[src/rtl/dpram_port_arbiter.sv]
// Two-requester arbiter for one port of a latency-wrapped RAM, with RAW hazard stall and halt/drain.
// Define ARB_FIXED_PRIO_EN for fixed priority (req0 over req1); default build is round-robin.
module dpram_port_arbiter #(
    parameter int DATA_WIDTH = 8,
    parameter int ADDR_WIDTH = 4,
    parameter int WR_LATENCY = 1,
    parameter int RD_LATENCY = 1
) (
    input  logic                  clk,
    input  logic                  rst_n,
    input  logic                  i_req0,
    input  logic                  i_req1,
    input  logic                  i_we0,
    input  logic                  i_we1,
    input  logic [ADDR_WIDTH-1:0] i_addr0,
    input  logic [ADDR_WIDTH-1:0] i_addr1,
    input  logic [DATA_WIDTH-1:0] i_wdata0,
    input  logic [DATA_WIDTH-1:0] i_wdata1,
    output logic                  o_gnt0,
    output logic                  o_gnt1,
    output logic                  o_rvalid0,
    output logic                  o_rvalid1,
    output logic [DATA_WIDTH-1:0] o_rdata,
    input  logic                  i_halt,
    output logic                  o_halted,
    output logic                  o_mem_en,
    output logic                  o_mem_we,
    output logic [ADDR_WIDTH-1:0] o_mem_addr,
    output logic [DATA_WIDTH-1:0] o_mem_din,
    input  logic [DATA_WIDTH-1:0] i_mem_dout
);

    localparam int WSB_N = WR_LATENCY + 1;
    localparam int TAG_N = RD_LATENCY + 1;

    typedef enum logic [1:0] {
        ACTIVE = 2'd0,
        DRAIN  = 2'd1,
        HALTED = 2'd2
    } state_t;

    state_t                state, state_next;
    logic [WSB_N-1:0]      wsb_vld;
    logic [ADDR_WIDTH-1:0] wsb_addr [WSB_N];
    logic [TAG_N-1:0]      tag_vld;
    logic [TAG_N-1:0]      tag_id;

    logic                  hit0, hit1;
    logic                  accept, elig0, elig1;
    logic                  grant, sel_we, win_write, win_read;
    logic [ADDR_WIDTH-1:0] sel_addr;
    logic [DATA_WIDTH-1:0] sel_data;
    logic                  empty;

    // A read may not pass a write to the same address that has not yet landed in the RAM.
    always_comb begin
        hit0 = 1'b0;
        hit1 = 1'b0;
        for (int i = 0; i < WSB_N; i++) begin
            if (wsb_vld[i] && (wsb_addr[i] == i_addr0)) hit0 = 1'b1;
            if (wsb_vld[i] && (wsb_addr[i] == i_addr1)) hit1 = 1'b1;
        end
    end

    assign accept = (state == ACTIVE) && !i_halt;
    assign elig0  = accept && i_req0 && !(!i_we0 && hit0);
    assign elig1  = accept && i_req1 && !(!i_we1 && hit1);

`ifdef ARB_FIXED_PRIO_EN
    assign o_gnt0 = elig0;
    assign o_gnt1 = elig1 && !elig0;
`else
    logic rr_ptr;

    assign o_gnt0 = elig0 && (!elig1 || !rr_ptr);
    assign o_gnt1 = elig1 && (!elig0 || rr_ptr);

    // Pointer always lands on the requester that did not win.
    always_ff @(posedge clk or negedge rst_n) begin
        if (!rst_n) begin
            rr_ptr <= 1'b0;
        end else if (o_gnt0 || o_gnt1) begin
            rr_ptr <= o_gnt0;
        end
    end
`endif

    assign grant     = o_gnt0 || o_gnt1;
    assign sel_we    = o_gnt1 ? i_we1    : i_we0;
    assign sel_addr  = o_gnt1 ? i_addr1  : i_addr0;
    assign sel_data  = o_gnt1 ? i_wdata1 : i_wdata0;
    assign win_write = grant && sel_we;
    assign win_read  = grant && !sel_we;
    assign empty     = !(|wsb_vld) && !(|tag_vld);

    // ---- issue stage: registered RAM command ----
    always_ff @(posedge clk or negedge rst_n) begin
        if (!rst_n) begin
            o_mem_en   <= 1'b0;
            o_mem_we   <= 1'b0;
            o_mem_addr <= '0;
            o_mem_din  <= '0;
        end else begin
            o_mem_en <= grant;
            o_mem_we <= win_write;
            if (grant) begin
                o_mem_addr <= sel_addr;
                o_mem_din  <= sel_data;
            end
        end
    end

    // ---- write scoreboard and read tag pipelines ----
    always_ff @(posedge clk or negedge rst_n) begin
        if (!rst_n) begin
            wsb_vld <= '0;
            tag_vld <= '0;
            tag_id  <= '0;
            for (int i = 0; i < WSB_N; i++) wsb_addr[i] <= '0;
        end else begin
            wsb_vld     <= {wsb_vld[WSB_N-2:0], win_write};
            wsb_addr[0] <= sel_addr;
            for (int i = 1; i < WSB_N; i++) wsb_addr[i] <= wsb_addr[i-1];
            tag_vld     <= {tag_vld[TAG_N-2:0], win_read};
            tag_id      <= {tag_id[TAG_N-2:0], o_gnt1};
        end
    end

    // ---- return stage: data captured on the edge the tag reaches the last stage ----
    always_ff @(posedge clk or negedge rst_n) begin
        if (!rst_n) begin
            o_rdata <= '0;
        end else if (tag_vld[RD_LATENCY-1]) begin
            o_rdata <= i_mem_dout;
        end
    end

    assign o_rvalid0 = tag_vld[RD_LATENCY] && !tag_id[RD_LATENCY];
    assign o_rvalid1 = tag_vld[RD_LATENCY] &&  tag_id[RD_LATENCY];

    always_ff @(posedge clk or negedge rst_n) begin
        if (!rst_n) state <= ACTIVE;
        else        state <= state_next;
    end

    // Drain always completes to HALTED, even if halt is withdrawn mid-drain.
    always_comb begin
        state_next = state;
        case (state)
            ACTIVE:  if (i_halt) state_next = DRAIN;
            DRAIN:   if (empty) state_next = HALTED;
            HALTED:  if (!i_halt) state_next = ACTIVE;
            default: state_next = ACTIVE;
        endcase
    end

    assign o_halted = (state == HALTED);

endmodule

[config.mk]
export PLATFORM = sky130hd
export DESIGN_NAME = dpram_port_arbiter
export DESIGN_NICKNAME = d
export VERILOG_FILES = /design/src/rtl/dpram_port_arbiter.sv
export SDC_FILE = /design/constraint.sdc
export NUM_CORES = 1
export LEC_CHECK = 0
export ABC_AREA = 1
export CELL_PAD_IN_SITES_DETAIL_PLACEMENT = 2
export CELL_PAD_IN_SITES_GLOBAL_PLACEMENT = 2
export CORE_MARGIN = 10
export CORE_UTILIZATION = 23
export DETAILED_ROUTE_END_ITERATION = 12
export GPL_TIMING_DRIVEN = 0
export PLACE_DENSITY_LB_ADDON = 0.3
export SETUP_SLACK_MARGIN = 0.5
export SYNTH_ARGS = -nofsm -noshare
export SYNTH_HDL_FRONTEND = slang
export SYNTH_SLANG_ARGS = --single-unit
[constraint.sdc]
create_clock -name clk -period 1.4 [get_ports clk]
set_input_delay 0.28 -clock clk [delete_from_list [all_inputs] [get_ports clk]]
set_output_delay 0.28 -clock clk [all_outputs]
set_load 0.005 [all_outputs]
**Word-level counts from Yosys, hierarchy flattened**

Index checks and enable logic that the tools add are counted.

- Register bits after elaboration: 39
- Bits of input ports: 39
- Output and inout port bits: 27
- Logic and storage cells: 69

- Equal/unequal tests: 9
- Mux-type cells: 11
- Reduce and logical (&&, ||, !) cells: 37

Operators by type and width:

| cell | number |
|---|---|
| $logic_and 1x1->1 | 18 |
| $eq 4x4->1 | 4 |
| $logic_not 1->1 | 12 |
| $mux 8 | 1 |
| $mux 2 | 3 |
| $ne 2x2->1 const B | 3 |
| $pmux 2 s3 | 1 |
| $mux 1 | 5 |
| $mux 4 | 1 |
| $reduce_or 2->1 | 2 |
| $logic_or 1x1->1 | 3 |
| $reduce_and 3->1 | 1 |
| $eq 2x1->1 const B | 1 |
| $eq 2x2->1 const B | 1 |
| $logic_not 2->1 | 1 |

**Logic depth before layout (Yosys ltp)**

- Word-level depth: 13
- Gate-level depth with buffers: 14
- Gate-level depth less buffers: 13

**Worst setup path after synthesis**

OpenSTA, ideal clock, no wires.

- Path type: reg-to-output
- From: register wsb_addr[5] (netlist bit)
- To: output o_gnt1
- Arrival: 1.232 ns
- Required time: 1.120 ns
- Slack: -0.112 ns
- Cell stages (with the launch flop): 11
- Path buffers: 1
- Path through: dfrtp_1 > inv_1 > nand2_1 > nand2_1 > nor2_1 > nand3_1 > nand2_2 > a21oi_4 > nand2_4 > buf_6 > inv_1

- Cells in the longest elaborated chain, start to end: 10
- Elaborated cells on any way between the ends: 17
- Those cells by class: 2 x eq/ne; 4 x mux; 11 x reduce/logical

Ends and longest elaborated chain:

| what | RTL line | RTL |
|---|---|---|
| start, declared | 44 | `logic [ADDR_WIDTH-1:0] wsb_addr [WSB_N];` |
| $eq 4x4->1 | 60 | `if (wsb_vld[i] && (wsb_addr[i] == i_addr0)) hit0 = 1'b1;` |
| $logic_and 1x1->1 | 60 |  |
| $mux 1 (2 in a row) | 60 |  |
| $logic_and 1x1->1 | 66 | `assign elig0 = accept && i_req0 && !(!i_we0 && hit0);` |
| $logic_not 1->1 | 66 |  |
| $logic_and 1x1->1 | 66 |  |
| $logic_not 1->1 | 76 | `assign o_gnt1 = elig1 && (!elig0 \|\| rr_ptr);` |
| $logic_or 1x1->1 | 76 |  |
| $logic_and 1x1->1 (*) | 76 |  |
| end, declared | 20 | `output logic o_gnt1,` |

Every way passes the cells marked *; elsewhere a longest branch is shown, timed or not.

**Worst setup path in the final report**

- From: register wsb_addr[1] (netlist bit)
- To: output o_gnt1

- Cells in the longest elaborated chain, start to end: 9
- Elaborated cells on any way between the ends: 15
- Those cells by class: 2 x eq/ne; 2 x mux; 11 x reduce/logical

Ends and longest elaborated chain:

| what | RTL line |
|---|---|
| $eq 4x4->1 | 60 |
| $logic_and 1x1->1 | 60 |
| $mux 1 | 60 |
| $logic_and 1x1->1 | 66 |
| $logic_not 1->1 | 66 |
| $logic_and 1x1->1 | 66 |
| $logic_not 1->1 | 76 |
| $logic_or 1x1->1 | 76 |
| $logic_and 1x1->1 (*) | 76 |

Marks and branches as above.

==> metrics.md <==
| Metric | Value |
|---|---|
| Clk sinks | 38 |
| CP bufs+invs | 4 |
| Cell Rows | 33 |
| Relative slew slack | 84.43% |
| Post-synthesis area per instance | 7.913 µm² |
| Global-route met1 utilization | 13.50% |
| Crit-path cells | inv_2 -> nand2_1 -> o21ai_1 -> nand3b_1 -> nand2_2 -> nand2_4 -> nand3_4 -> nand2_4 -> buf_12 -> clkinv_4 -> buf_6 |
| Crit path largest cell delay | 0.43 ns |
| Port Buffers | 65 |
| Grt met2 use | 20.62% |
| Worst R2R End | o_mem_din[4] |
| CTS tree | built |
| Die Wd | 112.7 µm |
| Hold WS | 0.3160 ns |
| Fmax achieved | 507.0 MHz |
| Initial Util | 23.84% |
| Reg-to-reg slack, setup | -0.41 ns |
| Crit-path leading delay family | simple AND/OR/NAND/NOR gates |
| Worst Setup SP | wsb_addr[1] |
| Sequential cell area fraction in the yosys report | 48.07% |
| First-pass GRT wire length | 12.07 mm |
| Total GRT Usage | 11.70% |
| Crit. End Element | primary output |
| Area grow syn2layout | 71.41% |
| Status | finished, violations left |
| TritonRoute pass-1 iters | 3 |
| Fin Clk Skew | 0.003558 ns |
| Setup TNS | -7.960 ns |
| Wire per inst | 16.84 µm |
| Layout Nets | 402 |
| N_diodes | 0 |
| Final std cells w/o fill | 469 |
| Antenna Nets Post-Route | 0 |
| Unrepaired setup endpoints after global routing | true |
| CTS Buf Count | 5 |
| Fin crit share | 140.9% |
| Largest net degree at the start of global routing | 36 |
| Longest Clk Path Bufs | 2 |
| Worst hold-check path type | primary input to asynchronous set/reset pin |
| Crit-path most repeated cell | nand2_4 |
| Slew @ Worst Pin | 0.2328 ns |
| Layout cells sized above 1 | 45.33% |
| Most used routing layer | met2 |
| Net count after synthesis | 289 |
| CTS clk-pin slew, worst paths | 0.08 ns |
| Worst-Skew Late Latency | 0.30 ns |
| IO Count | 66 |
| Yosys Warn Count | 0 |
| #FFs+latches synth | 38 |
| Final Hold Fails | 0 |
| Total routed wirelength | 7.899 mm |
| GRT met3 Usage | 3.698% |
| Critical Path Fanout Max | 3 |
| Vias in the first global route | 2264 |
| Cells after Synth | 250 |
| Startpoint type of the worst setup path | flop |
| CP Data Arrival Time | 1.69 ns |
| Post-DP HPWL | 5.128 mm |
| R2R depth | 16 |
| Setup slack after layout | -0.5723 ns |
| Vias per cell | 4.330 |
| H-tree levels | 2 |
| Max Transition Viols Final | 0 |
| Worst EP required | 1.12 ns |
| Final worst path period need | 1.972 ns |
| DR DRC count | 0 |
| Final Setup Violations | 22 |
| Slowest-stage cell, CP | dfrtp_1 |
| Finished layout cell area | 0.003391 mm² |
| Die area | 0.01271 mm² |
| Initial antenna violation count | 0 |
| Core area | 0.008299 mm² |
| Reg2reg start | wsb_addr[4] |
| Total number of vias | 2031 |
| Die Height | 112.7 µm |
| Peak supply drop | 599.5 µV |
| Gpl congestion | 0.7718 |
| Max_cap viols | 0 |
| Failing checks | setup timing |
| Pwr dens | 1642 mW/mm² |
| Placed insts | 421 |
| Remaining global-route overflow | 0 |
| Synth unique cells | 23 |
| Placed inst area | 0.002794 mm² |
| Clk root buf | clkbuf_8 |
| Crit path kind | flop to primary output |
| Drt initial violations | 43 |
| Cell area after synthesis | 0.001978 mm² |
| Leakage | 1.723 nW |
## worst max-delay path by stage
stage                     cells past startpoint     end  slack, ns
after global placement                       10  o_gnt1      -1.22
after floorplan                              10  o_gnt1      -0.11
final                                        11  o_gnt1      -0.57
after global routing                         11  o_gnt1      -0.69
after CTS                                    12  o_gnt1      -0.63
after detailed placement                     12  o_gnt1      -1.26
## synth_stat cells, drive strengths merged
library cell / n / area [µm²]
nand2: 103 / 444.2
dfrtp: 38 / 950.9
nor2: 34 / 145.1
inv: 33 / 128.9
nand3: 15 / 92.59
nand3b: 10 / 75.07
and2: 4 / 25.02
o21ai: 4 / 20.02
a21oi: 2 / 21.27
buf: 2 / 31.28
xnor2: 2 / 17.52
clkbuf: 1 / 3.750
clkinv: 1 / 3.750
nor3b: 1 / 18.77
## worst reg2reg max path: stages, from the launching register on
cell     delay, ns
dfrtp_2       0.41
inv_2         0.05
nand2_1       0.05
nand2_1       0.06
nor2_2        0.13
nand3_1       0.10
nand2_2       0.12
buf_4         0.13
nand2_4       0.06
buf_6         0.13
nand2_4       0.06
nand2_4       0.07
inv_6         0.08
buf_12        0.13
nand2_2       0.05
nand2_2       0.05
nor2_2        0.03
## power breakdown
group	internal, W	switching, W
clock	0.000714	0.000443
sequential	0.00150	0.000271
combinational	0.00134	0.00130
total	0.00356	0.00201
## metrics by stage
stage                     total power (W)  util, %  worst slack (ns)
final                            0.005569    40.86           -0.5723
after CTS                        0.005219    37.92           -0.6312
after global routing             0.006009    40.86           -0.6910
after detailed placement         0.003865    33.67            -1.260
after floorplan                  0.002738        -           -0.1064
after global placement           0.003770    33.48            -1.220
## state kept, by name (all words and copies together), names as in the netlist, 2 cells and up
signal / count
o_rdata: 8
tag_id: 2
o_mem_din: 8
state: 2
wsb_addr: 8
tag_vld: 2
o_mem_addr: 4
wsb_vld: 2
## area by class of cell
class,instances,area (µm²)
flip-flops and latches,38,954.7
inverters,34,150.1
plain buffers,3,55.05
fillers,921,4908
well taps,105,131.4
repair buffers,106,908.4
clock buffers,5,68.82
multi-input cells,175,1054
clock inverters,3,68.82
## routing by layer
metal / up-vias / routed length, µm / share of wire, %
met1: 996 / 3145 / 40
met5: - / 0 / 0
met3: 9 / 431 / 5.5
met4: 0 / 95 / 1.2
met2: 49 / 4227 / 54
li1: 977 / - / -
## repair_timing
action,CTS,global route
hold buffers,1,0
endpoints found under the hold margin,3,0
cloned,1,0
setup buffers,21,17
setup endpoints to repair,58,58
resized for setup,160,43
pin swaps,16,20
## layout by cell type, fill, tap and decap left out, types with 4 or more instances in the layout
master,netlist,routed
buf_2,0,26
buf_4,0,26
buf_6,1,12
clkbuf_8,0,5
clkdlybuf4s50_1,0,29
dfrtp_1,38,35
dlygate4sd2_1,0,8
inv_1,25,15
inv_2,7,14
nand2_1,86,72
nand2_2,14,21
nand2_4,3,10
nand3_2,1,8
nand3_4,1,4
nand3b_1,10,10
nor2_1,27,17
nor2_2,7,13
nor2_4,0,4
## kinds of logic after synthesis
group	count (synthesis)	share of synthesized area (%)
xor+xnor	2	0.8857
flops	38	48.07
buf+inv	37	8.476
simple gates	167	40.48
compound gates	6	2.087
Power figures use the tool's default switching activity.
